==> config.mk <==
export PLATFORM = sky130hd
export DESIGN_NAME = mult_rr_scheduler
export DESIGN_NICKNAME = d
export VERILOG_FILES = /design/src/rtl/mult_sched_pkg.sv /design/src/rtl/mult_reg.sv /design/src/rtl/rr_arbiter.sv /design/src/rtl/mult_rr_scheduler.sv
export SDC_FILE = /design/constraint.sdc
export NUM_CORES = 1
export LEC_CHECK = 0
export ABC_AREA = 1
export BUFFER_PORTS_ARGS = -buffer_cell sky130_fd_sc_hd__buf_2
export CORE_MARGIN = 10
export CORE_UTILIZATION = 60
export DETAILED_ROUTE_END_ITERATION = 7
export PLACE_DENSITY = 0.87
export SLEW_MARGIN = 40
export SYNTH_ARGS = -nofsm -noshare
export SYNTH_HDL_FRONTEND = slang
export SYNTH_SLANG_ARGS = --single-unit
==> constraint.sdc <==
create_clock -name CLK -period 6.3 [get_ports CLK]
set_input_delay 1.26 -clock CLK [delete_from_list [all_inputs] [get_ports CLK]]
set_output_delay 1.26 -clock CLK [all_outputs]
set_load 0.005 [all_outputs]
==> src/rtl/mult_sched_pkg.sv <==
// Shared types for the round-robin multiplier scheduler.
// Holds the FSM state encoding and the requester-index width helper.
package mult_sched_pkg;

  typedef enum logic [1:0] {
    IDLE = 2'd0,
    CALC = 2'd1,
    DONE = 2'd2
  } state_t;

  function automatic int idw(input int n);
    return (n < 2) ? 1 : $clog2(n);
  endfunction

endpackage

==> src/rtl/mult_reg.sv <==
// Registered unsigned bw x bw multiplier, one cycle latency.
// Ports: CLK, RESETn, i_a, i_b in; o_p (2*bw) out.
module mult_reg #(
  parameter int bw = 16
) (
  input  logic            CLK,
  input  logic            RESETn,
  input  logic [bw-1:0]   i_a,
  input  logic [bw-1:0]   i_b,
  output logic [2*bw-1:0] o_p
);

  always_ff @(posedge CLK or negedge RESETn) begin
    if (!RESETn)
      o_p <= '0;
    else
      o_p <= {{bw{1'b0}}, i_a} * {{bw{1'b0}}, i_b};
  end

endmodule

==> src/rtl/rr_arbiter.sv <==
// Combinational round-robin arbiter: first set req bit from i_ptr upward.
// Ports: i_req, i_ptr in; o_gnt (one-hot), o_idx, o_any out.
module rr_arbiter
  import mult_sched_pkg::*;
#(
  parameter  int NREQ = 4,
  localparam int IDW  = idw(NREQ)
) (
  input  logic [NREQ-1:0] i_req,
  input  logic [IDW-1:0]  i_ptr,
  output logic [NREQ-1:0] o_gnt,
  output logic [IDW-1:0]  o_idx,
  output logic            o_any
);

  logic [IDW:0]   w_sum;
  logic [IDW-1:0] w_j;

  always_comb begin
    o_gnt = '0;
    o_idx = '0;
    o_any = 1'b0;
    w_sum = '0;
    w_j   = '0;
    for (int k = 0; k < NREQ; k++) begin
      // candidate index (ptr + k) mod NREQ
      w_sum = {1'b0, i_ptr} + (IDW+1)'(k);
      if (w_sum >= (IDW+1)'(NREQ))
        w_sum = w_sum - (IDW+1)'(NREQ);
      w_j = w_sum[IDW-1:0];
      if (!o_any && i_req[w_j]) begin
        o_any      = 1'b1;
        o_gnt[w_j] = 1'b1;
        o_idx      = w_j;
      end
    end
  end

endmodule

==> src/rtl/mult_rr_scheduler.sv <==
// Round-robin scheduler sharing one registered multiplier among NREQ clients.
// Ports: CLK, RESETn, req_valid/a/b/ready, rsp_valid/id/prod/ready, busy.
module mult_rr_scheduler
  import mult_sched_pkg::*;
#(
  parameter  int BW   = 16,
  parameter  int NREQ = 4,
  localparam int IDW  = idw(NREQ)
) (
  input  logic              CLK,
  input  logic              RESETn,
  input  logic [NREQ-1:0]   req_valid,
  input  logic [NREQ*BW-1:0] req_a,
  input  logic [NREQ*BW-1:0] req_b,
  output logic [NREQ-1:0]   req_ready,
  output logic              rsp_valid,
  output logic [IDW-1:0]    rsp_id,
  output logic [2*BW-1:0]   rsp_prod,
  input  logic              rsp_ready,
  output logic              busy
);

  state_t          r_state;
  state_t          w_next;
  logic [IDW-1:0]  r_ptr;
  logic [IDW-1:0]  r_id;
  logic [BW-1:0]   r_a;
  logic [BW-1:0]   r_b;
  logic [NREQ-1:0] w_gnt;
  logic [IDW-1:0]  w_idx;
  logic            w_any;
  logic            w_take;
  logic [2*BW-1:0] w_prod;

  rr_arbiter #(.NREQ(NREQ)) u_arb (
    .i_req (req_valid),
    .i_ptr (r_ptr),
    .o_gnt (w_gnt),
    .o_idx (w_idx),
    .o_any (w_any)
  );

  // Operand regs hold through DONE, so the product stays stable.
  mult_reg #(.bw(BW)) u_mul (
    .CLK    (CLK),
    .RESETn (RESETn),
    .i_a    (r_a),
    .i_b    (r_b),
    .o_p    (w_prod)
  );

  always_comb begin
    w_next = r_state;
    w_take = 1'b0;
    unique case (r_state)
      IDLE: begin
        if (w_any) begin
          w_next = CALC;
          w_take = 1'b1;
        end
      end
      CALC: w_next = DONE;
      DONE: if (rsp_ready) w_next = IDLE;
      default: w_next = IDLE;
    endcase
  end

  // Gate with RESETn so req_ready drops the moment reset asserts.
  assign req_ready = (r_state == IDLE && RESETn) ? w_gnt : '0;
  assign rsp_valid = (r_state == DONE);
  assign rsp_id    = rsp_valid ? r_id : '0;
  assign rsp_prod  = rsp_valid ? w_prod : '0;
  assign busy      = (r_state != IDLE);

  always_ff @(posedge CLK or negedge RESETn) begin
    if (!RESETn) begin
      r_state <= IDLE;
      r_ptr   <= '0;
      r_id    <= '0;
      r_a     <= '0;
      r_b     <= '0;
    end else begin
      r_state <= w_next;
      if (w_take) begin
        r_a   <= req_a[w_idx*BW +: BW];
        r_b   <= req_b[w_idx*BW +: BW];
        r_id  <= w_idx;
        r_ptr <= (w_idx == IDW'(NREQ-1)) ? '0 : w_idx + 1'b1;
      end
    end
  end

endmodule

# After elaboration in Yosys (flattened, before gate mapping)
# Cells that the tools add are included.
word_totals:
  reg_bits: 70
  latchBits: 0
  ram_bits: 0
  mem_bits_ro: 0
  input_bits: 135
  out_inout_bits: 40
  wordCells: 92
  n_memories: 0
classes:
  add_sub_neg: 8
  mul: 1
  div: 0
  n_lt_le_gt_ge: 12
  n_eq_ne: 5
  n_shift: 2
  n_mux: 41
  bitwise: 3
  reduce_logical: 14
op_table:
  columns: ["op", "n"]
  rows:
  - ["$shiftx 64x7->16", 2]
  - ["$mul 16x16->32", 1]
  - ["$mux 32", 1]
  - ["$mux 2", 12]
  - ["$mux 4", 5]
  - ["$mux 1", 14]
  - ["$lt 2x3->1 const B", 4]
  - ["$or 4x4->4", 3]
  - ["$ge 3x3->1 const B", 3]
  - ["$bmux 1 s2", 4]
  - ["$demux 1 s2", 4]
  - ["$ge 2x1->1 const B", 4]
  - ["$logic_and 1x1->1", 8]
  - ["$sub 2x1->2 const B", 4]
  - ["$add 2x2->3 const B", 2]
  - ["$pmux 2 s3", 1]
  - ["$eq 2x2->1 const B", 2]
  - ["$ne 2x1->1 const B", 2]
  - ["$add 2x1->3 const B", 1]
  - ["$ge 2x3->1 const B", 1]
  - ["$logic_not 1->1", 3]
  - ["$add 2x1->2 const B", 1]
  - ["$eq 2x1->1 const B", 1]
  - ["$logic_not 2->1", 1]
  - ["other kinds (2)", 2]

# Longest topological paths before layout
# Gate-level depths: netlist of the first run.
logic_depth:
  depth_word: 16
  ltp_mapped: 25
  mapped_depth_nobuf: 23

# Modules after synthesis
# A second synthesis of the first run with hierarchy kept.
unflattened:
  cells_unflattened: 2025
  hier_area_um2: 13779.5
modules_own_cells:
  columns: ["mod", "n_inst", "cells_per_inst", "area_per_inst_um2"]
  rows:
  - ["mult_reg", 1, 1408, 10304.9]
  - ["mult_rr_scheduler", 1, 543, 3034.2]
  - ["rr_arbiter", 1, 74, 440.4]

# Least setup slack after synthesis of the first run
# OpenSTA, ideal clock, no wires.
synth_path:
  path_type: "register to register"
  from: "register r_a[11]"
  to: "register u_mul.o_p[29]"
  setup_time_ps: 79
  arrival_time_ps: 5310
  required_ps: 6221
  path_slack_ps: 910
  path_stages_with_launch: 24
  path_buffers: 3
  synth_period_minus_slack_ps: 5390
  path_cell_list: "dfrtp_1 -> clkbuf_1 -> clkbuf_1 -> nand2_1 -> fa_1 -> fa_1 -> inv_1 -> fa_1 -> fa_1 -> fa_1 -> inv_1 -> fa_1 -> inv_1 -> ha_1 -> clkbuf_1 -> nand2_1 -> nor2_1 -> inv_1 -> nor3_1 -> nand3_1 -> nand3_1 -> nand2_1 -> nand3_1 -> xor2_1"
synth_between:
  elab_chain_len: 1
synth_rtl:
  columns: ["element", "line", "text"]
  rows:
  - ["start, declared", "mult_rr_scheduler.sv:27", "logic [BW-1:0] r_a;"]
  - ["start signal, assigned", "mult_rr_scheduler.sv:85", "r_a <= req_a[w_idx*BW +: BW];"]
  - ["$mul 16x16->32", "mult_reg.sv:17", "o_p <= {{bw{1'b0}}, i_a} * {{bw{1'b0}}, i_b};"]
  - ["end signal, assigned", "mult_reg.sv:17", null]
  - ["end, declared", "mult_reg.sv:10", "output logic [2*bw-1:0] o_p"]
# No other way between the ends.
# A chain may end at the register's enable or synchronous reset.

# Final worst setup path of the first run
layout_path:
  from: "register r_b[8]"
  to: "register u_mul.o_p[24]"
layout_between:
  elab_chain_len: 1
layout_rtl:
  columns: ["element", "line", "text"]
  rows:
  - ["start, declared", "mult_rr_scheduler.sv:28", "logic [BW-1:0] r_b;"]
  - ["start signal, assigned", "mult_rr_scheduler.sv:86", "r_b <= req_b[w_idx*BW +: BW];"]
  - ["$mul 16x16->32", "mult_reg.sv:17", null]
# No other way between the ends.

==> results.sh, run 1 <==
export IMPL_grt_pass1_wl_mm=61.6
export IMPL_nFillCells=1888
export IMPL_finalWirelength_mm=37.6
export IMPL_outcome="completed"
export IMPL_yosysTopAreaCellShare_pct=29.4
export IMPL_num_nets_final=2389
export IMPL_critical_path_top_cell_by_count="sky130_fd_sc_hd__inv_1"
export IMPL_slew_viol_final=0
export IMPL_chipWidth_um=168
export IMPL_report_final_setup_viol=0
export IMPL_antenna_violating_nets_post_route=0
export IMPL_layout_cells_most_common="sky130_fd_sc_hd__nand2_1"
export IMPL_final_instance_count_excl_fill=2233
export IMPL_drive_above_1_share_pct=11.9
export IMPL_place_hpwl_mm=30.6
export IMPL_avgViaCountPerCell=5.27
export IMPL_seqCellArea_sq_um=1760
export IMPL_cts_setup_buffers=0
export IMPL_ios=175
export IMPL_yosys_cell_types_count=38
export IMPL_clock_insertion_delay_worst_skew_ns=0.37
export IMPL_vias=11800
export IMPL_final_critical_path_setup_slack_ns=0.467
export IMPL_die_area_sq_um=28300
export IMPL_grt_overflow=0
export IMPL_synth_async_sr_flop_share_pct=100
export IMPL_grt_start_max_net_pins=71
export IMPL_synth_area_sq_um=13200
export IMPL_drt_pass1_iterations=6
export IMPL_critPathLaunchType="flip-flop"
export IMPL_synth_warning_count=0
export IMPL_timing_fmax_mhz=171
export IMPL_timing_setup_tns_ns=0
export IMPL_critical_path_cell_chain="nand2_1 > fa_1 > inv_1 > fa_1 > inv_1 > fa_1 > inv_1 > fa_1 > fa_1 > inv_1 > fa_1 > inv_1 > ha_1 > nand2_1 > inv_1 > nand2_1 > nand3_1 > inv_1 > o21ai_0 > a21oi_1 > o21ai_0 > xor2_1"
export IMPL_clock_sink_count=70
export IMPL_post_route_min_period_ns=5.83
export IMPL_syn_area_per_cell_sq_um=7.15
export IMPL_numPlacedInstances=2217
export IMPL_layout_cells_most_common_list="sky130_fd_sc_hd__nand2_1, sky130_fd_sc_hd__inv_1, sky130_fd_sc_hd__fa_1"
export IMPL_crit_path_max_fanout=17
export IMPL_syn_to_final_growth_pct=9.29
export IMPL_max_slew_margin_rel_pct=42.4
export IMPL_setup_repair_after_global_routing_missed_its_margin="no"
export IMPL_critPathBufInv=7
export IMPL_cap_violations=0
export IMPL_post_drt_wl_per_cell_um=16.9
export IMPL_worst_endpoint_arrival_ns=6.06
export IMPL_fin_crit_sh_pct=92.6
export IMPL_h_tree_depth=3
export IMPL_worstPathRequired_ns=6.53
export IMPL_vias_in_the_first_global_route=12800
export IMPL_clock_tree_from_tritoncts="done"
export IMPL_antenna_violations_before_repair=0
export IMPL_cts_made_buffers=9
export IMPL_pre_cts_ws_ns=0.297
export IMPL_ys_ff_latch=70
export IMPL_start_util_pct=60.7
export IMPL_crit_slowest_cell="sky130_fd_sc_hd__dfrtp_1"
export IMPL_synth_area_top_cells="sky130_fd_sc_hd__fa_1, sky130_fd_sc_hd__nand2_1, sky130_fd_sc_hd__dfrtp_1, sky130_fd_sc_hd__inv_1, sky130_fd_sc_hd__ha_1"
export IMPL_drc=0
export IMPL_root_buffer="sky130_fd_sc_hd__clkbuf_16"
export IMPL_hold_viol_final=0
export IMPL_multiInputGateArea_sq_um=9320
export IMPL_syn_instance_count=1845
export IMPL_worst_path_dominant_cell_family="adder cells"
export IMPL_clock_path_buffers=2
export IMPL_critical_path_endpoint_type="flip-flop"
export IMPL_max_stage_delay_ns=0.79
export IMPL_core_area_sq_um=21800
export IMPL_die_height_um=168
export IMPL_hp_class="flip-flop to flip-flop"
export IMPL_criticalPathCategory="flip-flop to flip-flop"
export IMPL_antenna_cells_inserted=0
export IMPL_grtUsageTotal_pct=26.8
export IMPL_clkSlewWorstSetupHoldPaths_ns=0.07
export IMPL_core_rowCount=54
export IMPL_routabilityCongestion=0.955
export IMPL_number_of_buffers_inserted_by_port_buffering=174
export IMPL_clock_skew_ns=0.0147
export IMPL_synthDominantAreaCellType="sky130_fd_sc_hd__fa_1"
export IMPL_synth_edff_count=0
export IMPL_synth_nets=2286
export IMPL_yosysSeqAreaShare_pct=13.3
export IMPL_drt_iter0_markers=744
export IMPL_worst_slew_pin_slew_ns=0.864
export IMPL_synthFlopType="sky130_fd_sc_hd__dfrtp_1"
## synthesized netlist by cell type (2+ instances only)
library cell                 n
sky130_fd_sc_hd__a21o_1      4
sky130_fd_sc_hd__a21oi_1    41
sky130_fd_sc_hd__buf_2      14
sky130_fd_sc_hd__buf_4       9
sky130_fd_sc_hd__buf_6       5
sky130_fd_sc_hd__clkbuf_1   69
sky130_fd_sc_hd__dfrtp_1    70
sky130_fd_sc_hd__fa_1      194
sky130_fd_sc_hd__ha_1      112
sky130_fd_sc_hd__inv_1     440
sky130_fd_sc_hd__inv_2       3
sky130_fd_sc_hd__nand2_1   603
sky130_fd_sc_hd__nand2_2     8
sky130_fd_sc_hd__nand2_4     2
sky130_fd_sc_hd__nand3_1   108
sky130_fd_sc_hd__nand3_2     2
sky130_fd_sc_hd__nand4_1     5
sky130_fd_sc_hd__nor2_1     69
sky130_fd_sc_hd__nor3_1      6
sky130_fd_sc_hd__nor4_1      2
sky130_fd_sc_hd__o21a_1      2
sky130_fd_sc_hd__o21ai_0    29
sky130_fd_sc_hd__o21bai_1    4
sky130_fd_sc_hd__o22ai_1     2
sky130_fd_sc_hd__xnor2_1    10
sky130_fd_sc_hd__xor2_1     20
## timing repair
item                                    4_1_cts  5_1_grt
hold buffers                                  0        0
endpoints found under the setup margin        0        2
gates resized for setup                       0        5
## path summary, 6_finish.rpt
kind,start,end,slack [ns],cells past startpoint
hold / removal,r_id[0],r_id[0],0.50,1
setup / recovery,r_b[8],u_mul.o_p[24],0.47,22
hold reg to reg,r_id[0],r_id[0],0.50,1
max in group asynchronous,RESETn,r_a[6],4.72,2
setup reg to reg,r_b[8],u_mul.o_p[24],0.47,22
min in group asynchronous,RESETn,u_mul.o_p[20],1.03,2
## worst register-to-register path, cell delays in order (launching register included)
cell and delay [ns]:
sky130_fd_sc_hd__dfrtp_1 0.79, sky130_fd_sc_hd__nand2_1 0.17, sky130_fd_sc_hd__fa_1 0.55, sky130_fd_sc_hd__inv_1 0.05
sky130_fd_sc_hd__fa_1 0.49, sky130_fd_sc_hd__inv_1 0.05, sky130_fd_sc_hd__fa_1 0.58, sky130_fd_sc_hd__inv_1 0.06
sky130_fd_sc_hd__fa_1 0.45, sky130_fd_sc_hd__fa_1 0.49, sky130_fd_sc_hd__inv_1 0.05, sky130_fd_sc_hd__fa_1 0.49
sky130_fd_sc_hd__inv_1 0.04, sky130_fd_sc_hd__ha_1 0.34, sky130_fd_sc_hd__nand2_1 0.12, sky130_fd_sc_hd__inv_1 0.06
sky130_fd_sc_hd__nand2_1 0.06, sky130_fd_sc_hd__nand3_1 0.06, sky130_fd_sc_hd__inv_1 0.07, sky130_fd_sc_hd__o21ai_0 0.07
sky130_fd_sc_hd__a21oi_1 0.31, sky130_fd_sc_hd__o21ai_0 0.18, sky130_fd_sc_hd__xor2_1 0.17
## cells by family (layout without fill, tap and decap cells)
kind of cell / after synthesis / count (layout) / share of synthesized area [%]
and+or+nand+nor: 809 / 809 / 24.9
buffers and inverters: 542 / 650 / 16.1
adders and majority gates: 306 / 306 / 40.1
AOI/OAI and AO/OA: 88 / 88 / 3.69
DFF: 70 / 70 / 13.3
xor gates and xnor gates: 30 / 30 / 1.99
## per-stage QoR
step	util, %	hold slack [ns]	area, sq um
detailed placement	64.7	0.489	14100
floorplan	-	0.464	13200
CTS	66.3	0.504	14400
finish	66.3	0.499	14400
global placement	64.7	0.482	14100
global route	66.3	0.513	14400
## sequential cells by signal (all words and copies together), names as in the netlist
signal	cells
u_mul.o_p	32
r_state	2
r_id	2
r_a	16
r_b	16
r_ptr	2
## layer usage
metal	vias up	routed length, um	share of wire, %	track usage (%)
met3	137	3410	9.1	6.45
met4	0	2060	5.5	14.3
li1	5559	-	-	-
met2	592	18000	48	45.4
met5	-	0	0	0
met1	5481	14100	38	30.7
## area by class of cell
| class | count | area share, % |
|---|---|---|
| multi-input combinational | 1233 | 64.6 |
| sequential | 70 | 12.2 |
| inverter | 444 | 11.6 |
| timing repair buffer | 190 | 6.90 |
| tap | 280 | 2.43 |
| clock buffer | 9 | 1.56 |
| clock inverter | 7 | 0.729 |
Power of run 1 is left out: the tool's default activity adds up to more than one toggle a clock period on the data nets, which glitch-free logic cannot reach.
==> run 2, diff against run 1 <==
--- a/config.mk
+++ b/config.mk
@@ -5,7 +5,6 @@
 export SDC_FILE = /design/constraint.sdc
 export NUM_CORES = 1
 export LEC_CHECK = 0
-export ABC_AREA = 1
 export BUFFER_PORTS_ARGS = -buffer_cell sky130_fd_sc_hd__buf_2
 export CORE_MARGIN = 10
 export CORE_UTILIZATION = 60
==> run 2 against run 1 <==
Hold slack improved by 0.0049 ns; die area decreased by 4.7%; non-clock buffer count increased by 5; routed wire length decreased by 12%; register-to-register slack got worse by 0.29 ns.
==> results.sh, run 2 <==
export IMPL_outcome="completed"
export IMPL_timing_setup_tns_ns=0
export IMPL_post_drt_wl_per_cell_um=18.8
export IMPL_slew_viol_final=0
export IMPL_final_instance_count_excl_fill=1760
export IMPL_syn_to_final_growth_pct=11.7
export IMPL_synth_top_family_by_area="adder cells"
export IMPL_hold_viol_final=0
export IMPL_yosysMostFrequentCell="sky130_fd_sc_hd__inv_1"
export IMPL_grt_overflow=0
export IMPL_numPlacedInstances=1743
export IMPL_antenna_cells_inserted=0
export IMPL_die_height_um=164
export IMPL_report_final_setup_viol=0
export IMPL_final_core_util_pct=68.5
export IMPL_most_flops_register="u_mul.o_p"
export IMPL_routabilityCongestion=0.924
export IMPL_chipWidth_um=164
export IMPL_r2r_worst_path_cells=19
export IMPL_h_tree_depth=3
export IMPL_clock_path_buffers=2
export IMPL_clkSlewWorstSetupHoldPaths_ns=0.06
export IMPL_antenna_violations_before_repair=0
export IMPL_criticalPathCategory="flip-flop to flip-flop"
export IMPL_synth_nets=1780
export IMPL_route_layer_met1_wl_mm=12.2
export IMPL_synth_area_sq_um=12500
export IMPL_clock_insertion_delay_worst_skew_ns=0.35
export IMPL_worst_slew_pin_slew_ns=0.755
export IMPL_worst_endpoint_arrival_ns=6.35
export IMPL_synth_warning_count=0
export IMPL_synth_area_top_cells="sky130_fd_sc_hd__fa_1, sky130_fd_sc_hd__dfrtp_1, sky130_fd_sc_hd__ha_1, sky130_fd_sc_hd__and2_1, sky130_fd_sc_hd__inv_1"
export IMPL_critPathLaunchType="flip-flop"
export IMPL_drc=0
export IMPL_setup_reg_to_reg_worst_slack_ns=0.18
export IMPL_worstPathRequired_ns=6.53
export IMPL_drive_above_1_share_pct=17.5
export IMPL_synth_edff_count=0
export IMPL_synth_async_sr_flop_share_pct=100
export IMPL_clock_tree_from_tritoncts="done"
export IMPL_setup_worst_path_end="u_mul.o_p[25]"
export IMPL_drt_iter0_markers=733
export IMPL_max_slew_margin_rel_pct=49.5
export IMPL_nFillCells=1515
export IMPL_clock_skew_ns=0.00843
export IMPL_root_buffer="sky130_fd_sc_hd__clkbuf_16"
export IMPL_place_hpwl_mm=26.5
export IMPL_syn_instance_count=1339
export IMPL_vias_in_the_first_global_route=10700
export IMPL_post_route_min_period_ns=6.12
export IMPL_yosysTopAreaCellShare_pct=31.1
export IMPL_top_signal_layer_used="met4"
export IMPL_yosys_top_cells_count="sky130_fd_sc_hd__inv_1, sky130_fd_sc_hd__fa_1, sky130_fd_sc_hd__and2_1"
export IMPL_core_rowCount=52
export IMPL_drt_pass1_iterations=5
export IMPL_synth_adder_area_share_pct=42.3
export IMPL_vias=10000
export IMPL_fin_crit_sh_pct=97.2
export IMPL_synthDominantAreaCellType="sky130_fd_sc_hd__fa_1"
export IMPL_synth_compound_area_share_pct=9.42
export IMPL_layout_cells_most_common="sky130_fd_sc_hd__inv_1"
export IMPL_clock_sink_count=70
export IMPL_core_area_sq_um=20400
export IMPL_yosysSeqAreaShare_pct=14.0
export IMPL_number_of_buffers_inserted_by_port_buffering=174
export IMPL_grt_start_max_net_pins=48
export IMPL_critical_path_endpoint_type="flip-flop"
export IMPL_cap_violations=0
export IMPL_start_util_pct=61.3
export IMPL_ys_ff_latch=70
export IMPL_crit_path_max_fanout=17
export IMPL_layout_cells_most_common_list="sky130_fd_sc_hd__inv_1, sky130_fd_sc_hd__fa_1, sky130_fd_sc_hd__buf_2"
export IMPL_die_area_sq_um=27000
export IMPL_avgViaCountPerCell=5.69
export IMPL_num_nets_final=1927
export IMPL_rr_endpoint="u_mul.o_p[25]"
export IMPL_cts_made_buffers=9
export IMPL_ios=175
export IMPL_hp_class="flip-flop to flip-flop"
export IMPL_timing_fmax_mhz=163
export IMPL_largest_reg_flops=32
export IMPL_yosys_cell_types_count=59
export IMPL_setup_worst_path_start="r_a[7]"
export IMPL_syn_area_per_cell_sq_um=9.33
export IMPL_synthFlopType="sky130_fd_sc_hd__dfrtp_1"
export IMPL_detailroute_wirelength_met3_mm=1.79
export IMPL_grtUsageTotal_pct=24.4
export IMPL_synthMuxAreaShare_pct=6.04
export IMPL_post_synth_xor_area_fraction_pct=1.89
export IMPL_grt_pass1_wl_mm=52.6
export IMPL_reg_top3="u_mul.o_p x32, r_a x16, r_b x16"
export IMPL_wl_met2_mm=17.7
export IMPL_worst_r2r_startpoint="r_a[7]"
export IMPL_yosys_area_share_simple_pct=16.6
export IMPL_finalWirelength_mm=33.1
export IMPL_antenna_violating_nets_post_route=0
[run 2: changes by cell type in the layout (fill, tap and decap cells not counted), moves of 31 or more]
cell,previous run,this run
sky130_fd_sc_hd__nand2_1,602,158
sky130_fd_sc_hd__inv_1,440,245
sky130_fd_sc_hd__and2_1,0,161
sky130_fd_sc_hd__nand3_1,108,8
sky130_fd_sc_hd__mux2i_1,0,65
sky130_fd_sc_hd__a221oi_2,0,31
[run 2: what timing repair did]
action / in CTS / in global routing
hold buffers: 0 / 0
setup endpoints to repair: 0 / 6
resized for setup: 0 / 6
hold endpoints to repair: 0 / 0
setup buffers: 0 / 2
[run 2: final cells by class]
| cell class | count | area (sq um) | area share, % |
|---|---|---|---|
| multi-input combinational | 965 | 9570 | 68.6 |
| sequential | 70 | 1760 | 12.6 |
| timing repair buffer | 195 | 1040 | 7.48 |
| inverter | 245 | 920 | 6.59 |
| tap | 270 | 338 | 2.42 |
| clock buffer | 12 | 256 | 1.84 |
| clock inverter | 3 | 67.6 | 0.484 |
[run 2: how the worst min path moves through the flow]
stage,slack (ns),endpoint,cells past startpoint,startpoint
floorplan,0.45,r_id[0],1,r_id[0]
global placement,0.46,r_id[0],1,r_id[0]
detailed placement,0.50,r_id[0],1,r_id[0]
CTS,0.52,r_id[0],1,r_id[0]
global route,0.52,r_id[0],1,r_id[0]
finish,0.50,r_id[0],1,r_id[0]
[run 2: cell families (layout without fill, tap and decap cells)]
| family | Yosys count | count (layout) |
|---|---|---|
| mux | 71 | 71 |
| simple gates | 417 | 417 |
| buf+inv | 304 | 455 |
| flops | 70 | 70 |
| fa+ha+maj | 306 | 306 |
| xor+xnor | 27 | 27 |
| compound gates | 144 | 144 |
[run 2: per-stage QoR]
| step | cell area [sq um] | hold WS (ns) | worst slack [ns] |
|---|---|---|---|
| finish | 13900 | 0.504 | 0.176 |
| global route | 13900 | 0.519 | -0.0514 |
| CTS | 13900 | 0.516 | 0.177 |
| detailed placement | 13600 | 0.502 | 0.199 |
| global placement | 13600 | 0.460 | 0.402 |
| floorplan | 12500 | 0.449 | 0.788 |
[run 2: per-layer routing]
metal	vias to the layer above	GRT usage [%]
met5	-	0
met4	0	11.3
met3	111	3.70
met2	400	43.6
met1	4995	28.3
li1	4509	-
[run 2: worst max-delay path: stages (launching register included)]
cell,delay (ns)
sky130_fd_sc_hd__dfrtp_1,0.60
sky130_fd_sc_hd__and2_1,0.30
sky130_fd_sc_hd__fa_1,0.55
sky130_fd_sc_hd__inv_1,0.06
sky130_fd_sc_hd__fa_1,0.47
sky130_fd_sc_hd__fa_1,0.51
sky130_fd_sc_hd__fa_1,0.55
sky130_fd_sc_hd__inv_1,0.05
sky130_fd_sc_hd__fa_1,0.50
sky130_fd_sc_hd__inv_1,0.05
sky130_fd_sc_hd__fa_1,0.47
sky130_fd_sc_hd__inv_1,0.04
sky130_fd_sc_hd__ha_1,0.36
sky130_fd_sc_hd__and4_1,0.24
sky130_fd_sc_hd__o21a_1,0.15
sky130_fd_sc_hd__a21oi_1,0.11
sky130_fd_sc_hd__o41ai_1,0.53
sky130_fd_sc_hd__nor2b_1,0.22
sky130_fd_sc_hd__o21ai_0,0.12
sky130_fd_sc_hd__xnor2_1,0.13
Power of run 2 is left out for the same reason.
